--- config.mk ---
export PLATFORM = sky130hd
export DESIGN_NAME = control_unit_fsm_hs
export DESIGN_NICKNAME = d
export VERILOG_FILES = /design/src/rtl/control_unit_fsm_hs.sv
export SDC_FILE = /design/constraint.sdc
export NUM_CORES = 1
export LEC_CHECK = 0
export ABC_CLOCK_PERIOD_IN_PS = 2350
export CORE_MARGIN = 1
export CORE_UTILIZATION = 47
export DETAILED_ROUTE_END_ITERATION = 8
export PLACE_DENSITY = 0.79
export SYNTH_ARGS = -nofsm -noshare
export SYNTH_HDL_FRONTEND = slang
export SYNTH_SLANG_ARGS = --single-unit
--- constraint.sdc ---
create_clock -name clk -period 2.35 [get_ports clk]
set_input_delay 0.235 -clock clk [delete_from_list [all_inputs] [get_ports clk]]
set_output_delay 0.235 -clock clk [all_outputs]
set_load 0.01 [all_outputs]
--- src/rtl/control_unit_fsm_hs.sv ---
// control_unit_fsm_hs: SigmaCore multicycle control FSM with a req/ready
// memory port, stall timeout, sticky fault and retired-instruction count.
// Ports: clk, reset_n (async, active-low); opcode/funct3/funct7 from IR;
//   alu_zero_flag, mem_ready in; mem_req/mem_we memory port; datapath
//   strobes, pc_source, wb_sel, alu_src_a/b, imm_src, alu_op_type out;
//   retire pulse, retire_count, fault, fault_cause out.
// Build option: define SIGMA_JUMP_EN to decode JAL/JALR.

package sigma_pkg;
  localparam logic [2:0] IMM_TYPE_I    = 3'b000;
  localparam logic [2:0] IMM_TYPE_S    = 3'b001;
  localparam logic [2:0] IMM_TYPE_B    = 3'b010;
  localparam logic [2:0] IMM_TYPE_U    = 3'b011;
  localparam logic [2:0] IMM_TYPE_SLTI = 3'b100;
  localparam logic [2:0] IMM_TYPE_J    = 3'b101;

  localparam logic [1:0] ALU_OP_TYPE_LSU    = 2'b00;
  localparam logic [1:0] ALU_OP_TYPE_BRANCH = 2'b01;
  localparam logic [1:0] ALU_OP_TYPE_R_I    = 2'b10;

  localparam logic [6:0] OPC_LUI    = 7'b0110111;
  localparam logic [6:0] OPC_OP_IMM = 7'b0010011;
  localparam logic [6:0] OPC_OP     = 7'b0110011;
  localparam logic [6:0] OPC_LOAD   = 7'b0000011;
  localparam logic [6:0] OPC_STORE  = 7'b0100011;
  localparam logic [6:0] OPC_BRANCH = 7'b1100011;
  localparam logic [6:0] OPC_JAL    = 7'b1101111;
  localparam logic [6:0] OPC_JALR   = 7'b1100111;

  localparam logic [1:0] FC_NONE    = 2'b00;
  localparam logic [1:0] FC_ILLEGAL = 2'b01;
  localparam logic [1:0] FC_TIMEOUT = 2'b10;
endpackage

module control_unit_fsm_hs
  import sigma_pkg::*;
#(
  parameter int TIMEOUT_CYCLES = 255,
  parameter int TIMEOUT_W      = 8,
  parameter int RETIRE_W       = 32
) (
  input  logic                clk,
  input  logic                reset_n,
  input  logic [6:0]          opcode,
  input  logic [2:0]          funct3,
  input  logic [6:0]          funct7,
  input  logic                alu_zero_flag,
  input  logic                mem_ready,
  output logic                mem_req,
  output logic                mem_we,
  output logic                pc_write,
  output logic                ir_write,
  output logic                reg_write,
  output logic                reg_a_write,
  output logic                reg_b_write,
  output logic                alu_out_write,
  output logic [1:0]          pc_source,
  output logic [1:0]          wb_sel,
  output logic                alu_src_a,
  output logic [1:0]          alu_src_b,
  output logic [2:0]          imm_src,
  output logic [1:0]          alu_op_type,
  output logic                retire,
  output logic [RETIRE_W-1:0] retire_count,
  output logic                fault,
  output logic [1:0]          fault_cause
);

  typedef enum logic [3:0] {
    S_FETCH,
    S_DECODE,
    S_MEM_ADDR,
    S_MEM_RD,
    S_MEM_WR,
    S_WB_MEM,
    S_EXEC_R,
    S_EXEC_I,
    S_WB_ALU,
    S_BRANCH,
    S_FAULT
`ifdef SIGMA_JUMP_EN
    ,
    S_JALR_ADDR,
    S_JUMP
`endif
  } state_t;

  localparam logic [TIMEOUT_W-1:0] TO_LAST =
    TIMEOUT_W'(TIMEOUT_CYCLES - 1);

  state_t               state_q;
  state_t               state_d;
  logic [TIMEOUT_W-1:0] stall_q;
  logic [TIMEOUT_W-1:0] stall_d;
  logic [1:0]           cause_q;
  logic [1:0]           cause_d;

  logic is_lui;
  logic is_opimm;
  logic is_op;
  logic is_mem;
  logic is_store;
  logic is_br;
  logic is_jal;
  logic is_jalr;
  logic req_st;
  logic timeout_hit;

  // funct7 is carried for future ALU decode; no control path uses it yet.
  logic unused_funct7;
  assign unused_funct7 = ^funct7;

  assign is_lui   = opcode == OPC_LUI;
  assign is_opimm = opcode == OPC_OP_IMM;
  assign is_op    = opcode == OPC_OP;
  assign is_store = opcode == OPC_STORE;
  assign is_mem   = (opcode == OPC_LOAD) || is_store;
  assign is_br    = (opcode == OPC_BRANCH) &&
                    (funct3 == 3'b000 || funct3 == 3'b001);
`ifdef SIGMA_JUMP_EN
  assign is_jal   = opcode == OPC_JAL;
  assign is_jalr  = opcode == OPC_JALR;
`else
  assign is_jal   = 1'b0;
  assign is_jalr  = 1'b0;
`endif

  assign req_st = (state_q == S_FETCH) ||
                  (state_q == S_MEM_RD) ||
                  (state_q == S_MEM_WR);

  // Fires in the last allowed stall cycle; ready in that cycle wins.
  assign timeout_hit = req_st && !mem_ready &&
                       (stall_q == TO_LAST);

  assign fault       = state_q == S_FAULT;
  assign fault_cause = cause_q;

  always_comb begin
    state_d       = state_q;
    cause_d       = cause_q;
    mem_req       = 1'b0;
    mem_we        = 1'b0;
    pc_write      = 1'b0;
    ir_write      = 1'b0;
    reg_write     = 1'b0;
    reg_a_write   = 1'b0;
    reg_b_write   = 1'b0;
    alu_out_write = 1'b0;
    pc_source     = 2'b00;
    wb_sel        = 2'b00;
    alu_src_a     = 1'b0;
    alu_src_b     = 2'b00;
    imm_src       = IMM_TYPE_I;
    alu_op_type   = ALU_OP_TYPE_LSU;
    retire        = 1'b0;

    unique case (state_q)
      S_FETCH: begin
        mem_req   = 1'b1;
        alu_src_a = 1'b1;
        alu_src_b = 2'b10;
        ir_write  = mem_ready;
        pc_write  = mem_ready;
        if (mem_ready) begin
          state_d = S_DECODE;
        end else if (timeout_hit) begin
          state_d = S_FAULT;
          cause_d = FC_TIMEOUT;
        end
      end
      S_DECODE: begin
        reg_a_write   = 1'b1;
        reg_b_write   = 1'b1;
        alu_out_write = 1'b1;
        alu_src_a     = 1'b1;
        alu_src_b     = 2'b01;
        imm_src       = is_jal ? IMM_TYPE_J
                               : IMM_TYPE_B;
        unique case (1'b1)
          is_lui:   state_d = S_WB_ALU;
          is_opimm: state_d = S_EXEC_I;
          is_op:    state_d = S_EXEC_R;
          is_mem:   state_d = S_MEM_ADDR;
          is_br:    state_d = S_BRANCH;
`ifdef SIGMA_JUMP_EN
          is_jal:   state_d = S_JUMP;
          is_jalr:  state_d = S_JALR_ADDR;
`endif
          default: begin
            state_d = S_FAULT;
            cause_d = FC_ILLEGAL;
          end
        endcase
      end
      S_MEM_ADDR: begin
        alu_src_b     = 2'b01;
        imm_src       = is_store ? IMM_TYPE_S
                                 : IMM_TYPE_I;
        alu_out_write = 1'b1;
        state_d       = is_store ? S_MEM_WR
                                 : S_MEM_RD;
      end
      S_MEM_RD: begin
        mem_req = 1'b1;
        if (mem_ready) begin
          state_d = S_WB_MEM;
        end else if (timeout_hit) begin
          state_d = S_FAULT;
          cause_d = FC_TIMEOUT;
        end
      end
      S_MEM_WR: begin
        mem_req = 1'b1;
        mem_we  = 1'b1;
        retire  = mem_ready;
        if (mem_ready) begin
          state_d = S_FETCH;
        end else if (timeout_hit) begin
          state_d = S_FAULT;
          cause_d = FC_TIMEOUT;
        end
      end
      S_WB_MEM: begin
        reg_write = 1'b1;
        wb_sel    = 2'b01;
        retire    = 1'b1;
        state_d   = S_FETCH;
      end
      S_EXEC_R: begin
        alu_op_type   = ALU_OP_TYPE_R_I;
        alu_out_write = 1'b1;
        state_d       = S_WB_ALU;
      end
      S_EXEC_I: begin
        alu_src_b     = 2'b01;
        imm_src       = (funct3 == 3'b010)
                        ? IMM_TYPE_SLTI
                        : IMM_TYPE_I;
        alu_op_type   = ALU_OP_TYPE_R_I;
        alu_out_write = 1'b1;
        state_d       = S_WB_ALU;
      end
      S_WB_ALU: begin
        reg_write = 1'b1;
        retire    = 1'b1;
        state_d   = S_FETCH;
      end
      S_BRANCH: begin
        alu_op_type = ALU_OP_TYPE_BRANCH;
        imm_src     = IMM_TYPE_B;
        pc_source   = 2'b01;
        retire      = 1'b1;
        // funct3[0] separates BNE (001) from BEQ (000).
        pc_write    = funct3[0] ? !alu_zero_flag
                                : alu_zero_flag;
        state_d     = S_FETCH;
      end
`ifdef SIGMA_JUMP_EN
      S_JALR_ADDR: begin
        alu_src_b     = 2'b01;
        alu_out_write = 1'b1;
        state_d       = S_JUMP;
      end
      S_JUMP: begin
        reg_write = 1'b1;
        wb_sel    = 2'b10;
        pc_write  = 1'b1;
        pc_source = 2'b10;
        retire    = 1'b1;
        state_d   = S_FETCH;
      end
`endif
      S_FAULT: begin
        state_d = S_FAULT;
      end
      default: begin
        state_d = S_FAULT;
        cause_d = FC_ILLEGAL;
      end
    endcase

    // Reset must drop the bus request at once, not at the next edge.
    if (!reset_n) begin
      mem_req  = 1'b0;
      mem_we   = 1'b0;
      ir_write = 1'b0;
      pc_write = 1'b0;
      retire   = 1'b0;
    end
  end

  always_comb begin
    stall_d = stall_q + 1'b1;
    if (state_d != state_q || !req_st || mem_ready) begin
      stall_d = '0;
    end
  end

  always_ff @(posedge clk or negedge reset_n) begin
    if (!reset_n) begin
      state_q      <= S_FETCH;
      stall_q      <= '0;
      cause_q      <= FC_NONE;
      retire_count <= '0;
    end else begin
      state_q <= state_d;
      stall_q <= stall_d;
      cause_q <= cause_d;
      if (retire) begin
        retire_count <= retire_count + RETIRE_W'(1);
      end
    end
  end

endmodule

==> flow_summary.toml, run 1 <==
[status]
status = "complete, no violations"

[timing]
fmax_mhz = 442
finalWorstSetupSlack_ns = 0.0884
period_share_pct = 96.2
fin_skew_ns = 0.00573
setup_viol = 0
max_slew_margin_pct = 63.2
period_minus_slack_ns = 2.26
rsz0062_at_grt = "false"
slew_viol_final = 0
setup_total_negative_slack_ns = 0
worst_pin_slew_ns = 0.548
finalHoldViolations = 0
holdWs_ns = 0.275

[power]
power.switching_uw = 956
total_power_mw = 2.62
internal_power_mw = 1.66
swShare_pct = 36.5
p_per_area_nw_per_um2 = 758
pwr-share-clk_pct = 18.0
power_leakage_nw = 1.44
pwr-share-seq_pct = 37.7
peakVddDrop_mv = 0.419
power_frac_comb_pct = 44.3

[cells_and_area]
final_core_util_pct = 66.7
area_delta_synth_final_pct = 34.5
final_nets = 361
drive_above_1_share_pct = 10.7
final_area_um2 = 3450
final_cells = 408
multiInputGateArea_um2 = 1340
layout_commonest_cell = "clkdlybuf4s50_1"
num_antenna_cells = 0
layout_common_cells = "clkdlybuf4s50_1 (66), dfrtp_1 (43), nor2_1 (28)"
fillCellCount = 415
regArea_um2 = 1150

[grt]
grt_pass1_wl_um = 8900
grt_max_degree = 31
grt_remaining_overflow = 0
grt_antenna_before_repair = 0
grt_pass1_vias = 1961
groute.usage.overall_pct = 20.6

[setup_path]
reg2reg_depth = 5
cp_data_arrival_time_ns = 2.03
r2r_slack_ns = 0.32
end_kind = "output port"
path_max_fanout = 6
crit_type = "reg -> out"
crit_path_start_kind = "flop"
startpoint = "state_q[1]"
regToRegEndpoint = "retire_count[23]"
r2r_start = "state_q[2]"
cp.required_ns = 2.12

[detailed_routing]
ant_nets = 0
drc = 0
drtIter0Drc = 166
via_per_inst = 5.48
routed_wl_um = 5660
wl_per_cell_um = 13.9
drt_first_pass_iters = 4
via_count = 2237

[clock_network]
clock_path_buffers = 2
cts_made_buffers = 5
clkTransAtPathRegs_ns = 0.09
cts-htree-levels = 2
cts_tree = "done"
clk_latency_ns = 0.30
cts_sinks = 46
clk_root_buffer_cell = "clkbuf_8"

[logic_synthesis]
synth_top_cell_area_share_pct = 44.9
avgSynthCellArea_um2 = 9.79
synthDistinctLibCells = 48
async_flop_share_pct = 100
synth-edff-count = 0
ys_seq_elements = 46
synthTopCellsByArea = "dfrtp_1 (45%), xnor2_1 (8.9%), xor2_1 (4.8%)"
ys_seq_area_share_pct = 44.9
synth_ff_type = "dfrtp_1"
yosysWarnings = 0
synth_top_area_cell = "dfrtp_1"
synthCells = 262
netlist_area_um2 = 2570

[placement]
pre_cts_slack_ns = 0.0673
place_area_um2 = 3330
place_hpwl_um = 4260
io_buffer_count = 67
placed_cells = 398
gp_congestion = 0.888

[die]
dieWidth_um = 75.9
start_util_pct = 49.6
die_area_um2 = 5760
coreArea_um2 = 5170
rows = 26
ioPinCount = 77
die_h_um = 75.9

[job]
cap_violations = 0

[min_path]
min_path_type = "in -> async"
-- worst max-delay path: stages (launching register included) --
cell             delay [ns]
dfrtp_2                0.44
or2_2                  0.33
nor3_2                 0.15
and3_1                 0.19
a31o_2                 0.10
clkdlybuf4s50_1        0.52
-- power groups by stage --
stage / logic [mW] / registers, mW / clock network [mW]
6_report: 1.16 / 0.987 / 0.471
5_1_grt: 1.27 / 1.01 / 0.517
3_3_place_gp: 1.11 / 0.993 / 0
3_5_place_dp: 1.13 / 1.00 / 0
4_1_cts: 1.14 / 0.987 / 0.490
2_1_floorplan: 0.671 / 0.978 / 0
-- per-layer routing --
layer	wire [µm]	vias to the layer above	GRT usage, %
met5	0	-	0
met4	48	0	7.41
met3	203	6	4.50
met2	2910	61	33.8
met1	2500	1099	27.0
li1	-	1071	-
-- logic make-up (layout without fill, tap and decap cells) --
logic type	Yosys count	after routing	share of synthesized area, %
AO/OA/AOI/OAI	24	24	6.48
XOR/XNOR	40	40	13.7
adder cells (fa/ha/maj)	3	3	1.46
buffers and inverters	19	94	3.71
flip-flops	46	46	44.9
multiplexers	1	1	0.439
other	1	2	0.146
AND/OR/NAND/NOR	128	128	29.3
-- worst max path at each step --
stage                  endpoint  slack (ns)  depth (start not counted)
2_1_floorplan  retire_count[24]        0.57                          6
3_3_place_gp         imm_src[0]        0.10                          5
3_5_place_dp         imm_src[0]        0.07                          5
4_1_cts                pc_write       0.002                          4
5_1_grt                 mem_req       0.004                          4
6_report               pc_write        0.09                          5
-- layout make-up --
type	count	area share [%]
Inverter	6	0.652
Multi-Input combinational cell	198	38.7
Sequential cell	46	33.5
Clock inverter	2	0.399
Tap cell	70	2.54
Timing Repair Buffer	80	22.2
Clock buffer	6	2.10
-- registers in the layout, summed over array words and instances (netlist names) --
name          flops
stall_q           8
fault_cause       2
state_q           4
retire_count     32
-- Yosys cell counts (6+ instances only) --
cell type  count
nand2_1       17
clkbuf_1       6
xor2_1        14
xnor2_1       26
nor3_1         7
nand3_1       18
inv_1          6
and4_1         8
dfrtp_1       46
nor2_1        28
nand4_1       11
a21oi_1        8
-- repair_timing --
item,in CTS,in global routing
resized for setup,1,4
buffers inserted,0,1
hold buffers,1,0
endpoints found under the hold margin,16,0
setup endpoints to repair,1,9
Note: power is estimated with default switching activity, not from simulation.
==> inputs of run 2 (changes only) <==
CORE_UTILIZATION = 49   (was 47)
CTS_BUF_LIST = sky130_fd_sc_hd__clkbuf_8   (was unset)
PLACE_DENSITY = 0.82   (was 0.79)
SLEW_MARGIN = 40   (was unset)
==> flow_summary.toml, run 2 (synthesized netlist as in run 1, its figures left out) <==
[die]
die_h_um = 74.4
coreArea_um2 = 4880
rows = 25
ioPinCount = 77
dieWidth_um = 74.4
start_util_pct = 52.6
die_area_um2 = 5530

[timing]
setup_viol = 0
fmax_mhz = 444
period_share_pct = 95.9
slew_viol_final = 0
finalHoldViolations = 0
period_minus_slack_ns = 2.25
fin_skew_ns = 0.0109

[setup_path]
regToRegEndpoint = "retire_count[24]"
startpoint = "state_q[2]"
crit_type = "reg -> out"
r2r_start = "state_q[2]"
crit_buf_inv = 2
cp.required_ns = 2.12
crit_family = "buffers and inverters"
crit_slowest_cell = "clkdlybuf4s50_1"
reg2reg_depth = 5
crit_path_start_kind = "flop"
worstPathCellList = "buf_4 -> nand2b_1 -> xor2_1 -> nor2_1 -> clkdlybuf4s50_1"
critPathMaxStageDelay_ns = 0.54
r2r_slack_ns = 0.41
path_max_fanout = 10
cp_data_arrival_time_ns = 2.02
cp.depth = 5
end_kind = "output port"

[grt]
grt_max_degree = 34
grt_pass1_wl_um = 9560
groute.usage.overall_pct = 22.3
grt_remaining_overflow = 0
grt_pass1_vias = 2087
grt_antenna_before_repair = 0

[detailed_routing]
drc = 0
ant_nets = 0
via_per_inst = 5.44
wl_per_cell_um = 14.2
drt_first_pass_iters = 4
via_count = 2221
routed_wl_um = 5810
drtIter0Drc = 280

[placement]
place_hpwl_um = 4210
io_buffer_count = 67
gp_congestion = 0.840

[clock_network]
clkTransAtPathRegs_ns = 0.10
clk_latency_ns = 0.30
cts-htree-levels = 2
cts_tree = "done"
cts_sinks = 46
clk_root_buffer_cell = "clkbuf_8"
clock_path_buffers = 2
cts_made_buffers = 5

[cells_and_area]
largest-register = "retire_count"
fillCellCount = 383
num_antenna_cells = 0
largest_reg_flops = 32
top_regs = "retire_count x32, stall_q x8, state_q x4"
final_nets = 364
regArea_um2 = 1150
multiInputGateArea_um2 = 1340
final_core_util_pct = 71.4
layout_common_cells = "clkdlybuf4s50_1 (65), dfrtp_1 (44), nor2_1 (28)"
layout_commonest_cell = "clkdlybuf4s50_1"
area_delta_synth_final_pct = 35.7
drive_above_1_share_pct = 11.7

[power]
peakVddDrop_mv = 0.452
total_power_mw = 2.66
p_per_area_nw_per_um2 = 765
power_leakage_nw = 1.47

[job]
cap_violations = 0

[min_path]
min_path_type = "in -> async"

[status]
status = "complete, no violations"
==> run 2: cell types whose count changed in the layout (fill, tap and decap cells not counted), sizes merged <==
cell / delta
clkinvlp: +2
clkbuf: -1
buf: +3
clkinv: -2
inv: +1
clkdlybuf4s50: -1
dlymetal6s2s: +1
==> run 2: power by group <==
group	total (mW)	internal, mW	switching [mW]
Sequential	0.972	0.870	0.102
Clock	0.495	0.213	0.282
Combinational	1.20	0.600	0.597
==> run 2: area by class of cell <==
class                      count  area share (%)
clock inverter                 3           0.683
sequential                    46            33.1
timing repair buffer          83            22.7
clock buffer                   5            1.98
inverter                       6           0.647
multi-input combinational    198            38.4
tap                           67            2.41
==> run 2: per-layer routing <==
| layer | global-route usage (%) | routed length (µm) |
|---|---|---|
| met2 | 34.6 | 2770 |
| met3 | 4.34 | 308 |
| met4 | 7.76 | 88 |
| met5 | 0 | 0 |
| met1 | 31.1 | 2640 |
==> run 2: how the worst max path moves through the flow <==
| stage | to |
|---|---|
| 5_1_grt | imm_src[0] |
| 6_report | alu_out_write |
| 3_3_place_gp | imm_src[0] |
| 2_1_floorplan | retire_count[24] |
| 4_1_cts | alu_out_write |
| 3_5_place_dp | imm_src[0] |
==> run 2: repair_timing <==
action | CTS | global route
resized for setup | 2 | 4
endpoints found under the setup margin | 1 | 7
setup buffers | 0 | 3
gates cloned | 0 | 0
hold endpoints to repair | 13 | 0
hold buffers | 1 | 0
==> run 2: through the flow <==
| stage | worst slack (ns) | TNS (ns) | instances | hold slack [ns] | cell area (µm²) |
|---|---|---|---|---|---|
| 2_1_floorplan | 0.575 | 0 | 263 | -0.0606 | 2570 |
| 3_3_place_gp | 0.133 | 0 | 396 | 0.227 | 3340 |
| 3_5_place_dp | 0.0886 | 0 | 396 | 0.225 | 3340 |
| 4_1_cts | 0.0371 | 0 | 405 | 0.446 | 3450 |
| 5_1_grt | -0.00205 | -0.00357 | 408 | 0.472 | 3480 |
| 6_report | 0.0956 | 0 | 408 | 0.439 | 3480 |
==> run 2: worst min-delay path: stages <==
cell	delay, ns
dlygate4sd3_1	0.53
buf_2	0.12
buf_4	0.24
==> RTL edit 1: new RTL, flow settings as in run 2 <==
Make the reset (`reset_n`) synchronous in one clocked block. Comments in the files are not updated.
--- a/src/rtl/control_unit_fsm_hs.sv
+++ b/src/rtl/control_unit_fsm_hs.sv
@@ -297,7 +297,7 @@
     end
   end
 
-  always_ff @(posedge clk or negedge reset_n) begin
+  always_ff @(posedge clk) begin
     if (!reset_n) begin
       state_q      <= S_FETCH;
       stall_q      <= '0;
Behaviour: differs if reset_n is asserted again (counterexample within 4 cycles, from zero or initial values and one cycle with reset_n low); with reset_n held inactive, the same outputs for 10 cycles.
==> RTL edit 1 against run 2 <==
- wire length rose by 8.7%
- sequential cell count did not move
- via count rose by 18%
- first-iteration DRC count fell by 21%
- design area rose by 0.86%
- area after synthesis fell by 2.1%
- hold slack improved by 30 ps
- worst setup slack got worse by 29 ps
- critical endpoint is now pc_write
Power is not compared: it rests on default switching activity, and its combinational part moved more than twofold at a synthesized area within 25%.
==> RTL edit 1: results (changes against run 2) <==
- CP Data Arrival Time: 2050 ps (+30 ps)
- Worst Setup SP: state_q[0]$_SDFF_PN0_
- Most frequent cells after synthesis: dfxtp_1 (46), nor2_1 (34), nand2_1 (25)
- HP Class: reg -> reg
- Tot GR Track Use: 24.15% (+1.9 points)
- Status: complete, no violations
- Top post-synthesis cells by area: dfxtp_1 (37%), nor2_1 (5.1%), nand2b_1 (4.0%)
- Routed via count: 2629 (+18%)
- Dominant delay contributor by cell family on the critical path: simple AND/OR/NAND/NOR gates
- Starting DRT DRC Count: 222 (-21%)
- Main synth FF type: dfxtp_1
- RR Startpoint: retire_count[11]$_SDFFE_PN0P_
- Reg2Reg Depth: 6 (+1)
- DP HPWL: 4.632 mm (+9.9%)
- Post-synth ARST share: 0% (-100 points)
- Net count reported at finish: 427 (+17%)
- Sequential share of the synthesized area: 36.65% (-8.2 points)
- Fraction of layout cells with a size suffix above 1: 11.39% (-0.34 points)
- Final GP Congestion: 0.8852 (+5.4%)
- Wire length per cell: 13.41 µm (-5.8%)
- Pin count of the biggest net entering global routing: 26 (-24%)
- Met1 Track Usage GR: 33.08% (+2.0 points)
- Clock Tree Buf Depth: 2 (unchanged)
- Cell variety after synth: 46 (-4.2%)
- First-pass GRT wire length: 10.38 mm (+8.5%)
- H-Tree Depth: 2 (unchanged)
- Setup Slack @ Placement: -70.39 ps (-158.9 ps)
- FILL cells: 395 (+3.1%)
- Skew final: 12.30 ps (+1.392 ps)
- Max VDD drop: 0.5204 mV
- Max-cap violations: 0 (unchanged)
- Vias in the first global route: 2324 (+11%)
- Initial antenna violation count: 0 (unchanged)
- GR Util met2: 39.65% (+5.0 points)
RTL edit 1: cell count changes after synthesis, moves of 11 or more:
cell	change
xnor2_1	-19
dfrtp_1	-46
nand2b_1	+11
dfxtp_1	+46
RTL edit 1: repair_timing:
item | 4_1_cts | 5_1_grt
gates resized for setup | 1 | 6
endpoints found under the setup margin | 3 | 10
buffers inserted | 0 | 0
hold endpoints to repair | 0 | 0
gates cloned | 0 | 0
RTL edit 1: layer usage:
metal  routed length (µm)  part of all wire, %
met4                   47                 0.74
met1                 2998                   47
met2                 2889                   46
met3                  382                  6.0
met5                    0                    0
RTL edit 1: logic make-up (layout without fill, tap and decap cells):
logic type | count (synthesis) | after routing | synth area share (%)
compound gates | 58 | 58 | 15.09
buf+inv | 27 | 113 | 4.731
xor+xnor | 16 | 16 | 5.578
flops | 46 | 46 | 36.65
mux | 6 | 6 | 2.391
simple gates | 160 | 160 | 33.91
other cells | 1 | 2 | 0.1493
fa+ha+maj | 3 | 3 | 1.494
RTL edit 1: layout make-up:
type | instances | area, µm² | share of cell area (%)
Clock inverter | 3 | 21.27 | 0.6056
Timing Repair Buffer | 96 | 890.9 | 25.37
Multi-Input combinational cell | 245 | 1490 | 42.43
Sequential cell | 46 | 923.4 | 26.29
Inverter | 9 | 33.78 | 0.9619
Clock buffer | 5 | 68.82 | 1.959
Tap cell | 67 | 83.83 | 2.387
RTL edit 1: per-stage QoR:
step	instances	utilization, %	area (µm²)	TNS [ps]
floorplan	318	-	2516	0
global placement	463	70.65	3403	-37.41
detailed placement	463	70.65	3403	-298.6
CTS	471	72.55	3495	0
global route	471	72.91	3512	0
finish	471	72.91	3512	0
RTL edit 1: worst register-to-register path, delay by kind of cell, from the launching register on:
family	cells	cell delay, ps
and+or+nand+nor	4	1470
DFF	1	350
buffers and inverters	1	190
AOI/OAI and AO/OA	1	140
RTL edit 1: power by group through the flow:
| stage | combinational (mW) | sequential (mW) | clock (mW) |
|---|---|---|---|
| 2_1_floorplan | 0.319 | 0.850 | 0 |
| 3_3_place_gp | 0.572 | 0.859 | 0 |
| 3_5_place_dp | 0.576 | 0.860 | 0 |
| 4_1_cts | 0.578 | 0.844 | 0.490 |
| 5_1_grt | 0.645 | 0.853 | 0.524 |
| 6_report | 0.594 | 0.848 | 0.481 |
RTL edit 1: path summary, 6_finish.rpt:
| check | endpoint | slack [ps] |
|---|---|---|
| hold / removal | fault_cause[0]$_SDFFE_PN0P_ | 470 |
| setup / recovery | pc_write | 70 |
| hold reg to reg | fault_cause[0]$_SDFFE_PN0P_ | 470 |
| setup reg to reg | retire_count[21]$_SDFFE_PN0P_ | 150 |
==> RTL edit 2: new RTL, config.mk and constraints of run 2 <==
Made on the original files. The option `SIGMA_JUMP_EN` is turned on by a define.
--- a/src/rtl/control_unit_fsm_hs.sv
+++ b/src/rtl/control_unit_fsm_hs.sv
@@ -5,6 +5,8 @@
 //   strobes, pc_source, wb_sel, alu_src_a/b, imm_src, alu_op_type out;
 //   retire pulse, retire_count, fault, fault_cause out.
 // Build option: define SIGMA_JUMP_EN to decode JAL/JALR.
+
+`define SIGMA_JUMP_EN
 
 package sigma_pkg;
   localparam logic [2:0] IMM_TYPE_I    = 3'b000;
Formal check against the unedited RTL: not equivalent (Yosys sat finds a counterexample within 4 cycles, from zero or initial values and one cycle with reset_n low).
==> RTL edit 2 against run 2 <==
- design area up 6.6%
- worst setup slack lost 10 ps
- wire length is 13% higher
- critical path depth stayed put
- area after synthesis rose by 4.6%
- cell count is 9.8% higher
- total power is 13% higher
- combinational power grew 28%
- synthesized cell count grew 9.2%
- sequential cell count did not move
- sequential share of layout area down 2.0 points
- clock power fell by 8.3%
- global-route usage rose by 1.1 points
==> RTL edit 2: results (changes against run 2) <==
- Detailed-route vias per instance: 5.388 (-1.0%)
- Post-synth ARST share: 100.0% (unchanged)
- Register bit total from synthesis: 46 (unchanged)
- Tot GR Track Use: 23.36% (+1.1 points)
- Reg2Reg Depth: 6 (+1)
- Pin count of the biggest net entering global routing: 15 (-56%)
- Top Registers: retire_count (32), stall_q (8), state_q (4)
- Final GP Congestion: 0.9087 (+8.2%)
- Number of port buffers: 69 (+3.0%)
- Cell variety after synth: 58 (+21%)
- Fraction of layout cells with a size suffix above 1: 15.08% (+3.3 points)
- RR Startpoint: state_q[1]$_DFF_PN0_
- Clk slew on worst S/H paths: 80 ps (-20 ps)
- First-pass GRT wire length: 10.85 mm (+13%)
- Crit Path Max Fanout: 8 (-2)
- Syn nets: 310
- Status: complete, no violations
- Skew final: 8.174 ps (-2.738 ps)
- DP HPWL: 4.955 mm (+18%)
- CP max stage cell: clkdlybuf4s50_1
- Worst Setup SP: state_q[0]$_DFF_PN0_
- Net count reported at finish: 402 (+10%)
- Starting DRT DRC Count: 126 (-55%)
- Lkg Pwr: 1.676 nW (+14%)
- Most frequent cells after synthesis: dfrtp_1 (46), nor2_1 (38), nand2_1 (29)
- Worst-case register-to-register setup slack: 510 ps (+100 ps)
- Wire length per cell: 14.62 µm (+2.7%)
- Max VDD drop: 0.7464 mV (+65%)
- Top post-synthesis cells by area: dfrtp_1 (43%), xor2_1 (8.2%), nor2_1 (5.3%)
- First drt pass iteration count: 4 (unchanged)
- RR Endpoint: retire_count[31]$_DFFE_PN0P_
- CP Capture Point: pc_write
- TritonCTS buffer count: 5 (unchanged)
- Sequential share of the synthesized area: 42.89% (-2.0 points)
- Ys Warns: 0 (unchanged)
- Vias in the first global route: 2337 (+12%)
- Area after DPL: 3581 µm² (+7.3%)
- Internal: 1.860 mW (+11%)
[RTL edit 2: per-stage QoR]
stage / instances / setup slack (ps) / hold WS [ps]
2_1_floorplan: 286 / 657.5 / -60.59
3_3_place_gp: 438 / 15.08 / 132.6
3_5_place_dp: 438 / -18.46 / 138.8
4_1_cts: 446 / 26.14 / 30.41
5_1_grt: 448 / 8.412 / 43.28
6_report: 448 / 85.56 / 27.62
[RTL edit 2: cell families after synthesis]
| logic type | after synthesis | share of synthesized area (%) |
|---|---|---|
| simple gates | 146 | 30.26 |
| buf+inv | 18 | 2.797 |
| fa+ha+maj | 3 | 1.399 |
| compound gates | 31 | 8.812 |
| xor+xnor | 40 | 13.05 |
| flops | 46 | 42.89 |
| mux | 2 | 0.7925 |
[RTL edit 2: final cells by class]
cell class | instances | area (µm²)
Clock buffer | 5 | 68.82
Clock inverter | 2 | 11.26
Fill cell | 408 | 1491
Inverter | 9 | 33.78
Multi-Input combinational cell | 222 | 1480
Sequential cell | 46 | 1156
Tap cell | 70 | 87.58
Timing Repair Buffer | 94 | 875.8
[RTL edit 2: worst max-delay path: cells and delay by family, from the launching register on]
kind | cells | cell delay [ps]
AND/OR/NAND/NOR | 3 | 670
buffers and inverters | 1 | 530
flip-flops | 1 | 460
AO/OA/AOI/OAI | 1 | 90
[RTL edit 2: power groups by stage]
stage	Clock (mW)	Sequential (mW)	Combinational [mW]
after floorplan	0	1.02	0.833
after global routing	0.497	1.06	1.65
after CTS	0.465	1.05	1.49
after detailed placement	0	1.06	1.46
after global placement	0	1.06	1.44
final	0.454	1.04	1.53
[RTL edit 2: worst min path at each step]
| stage | end | slack [ps] | depth (start not counted) |
|---|---|---|---|
| final | retire_count[15]$_DFFE_PN0P_ | 30 | 2 |
| after floorplan | fault_cause[0]$_DFFE_PN0P_ | -60 | 0 |
| after global placement | retire_count[26]$_DFFE_PN0P_ | 130 | 1 |
| after global routing | retire_count[15]$_DFFE_PN0P_ | 40 | 2 |
| after CTS | stall_q[1]$_DFF_PN0_ | 30 | 2 |
| after detailed placement | retire_count[26]$_DFFE_PN0P_ | 140 | 1 |
[RTL edit 2: what timing repair did]
item,4_1_cts,5_1_grt
resized for setup,5,5
setup buffers,0,2
hold buffers,1,0
hold endpoints to repair,5,0
setup endpoints to repair,3,5
[RTL edit 2: layer usage]
layer / up-vias / routed length (µm) / share of wire, % / global-route usage [%]
li1: 1180 / - / - / -
met1: 1149 / 2911 / 44 / 31.09
met2: 74 / 3240 / 49 / 38.64
met3: 11 / 296 / 4.5 / 3.473
met4: 0 / 100 / 1.5 / 8.846
met5: - / 0 / 0 / 0
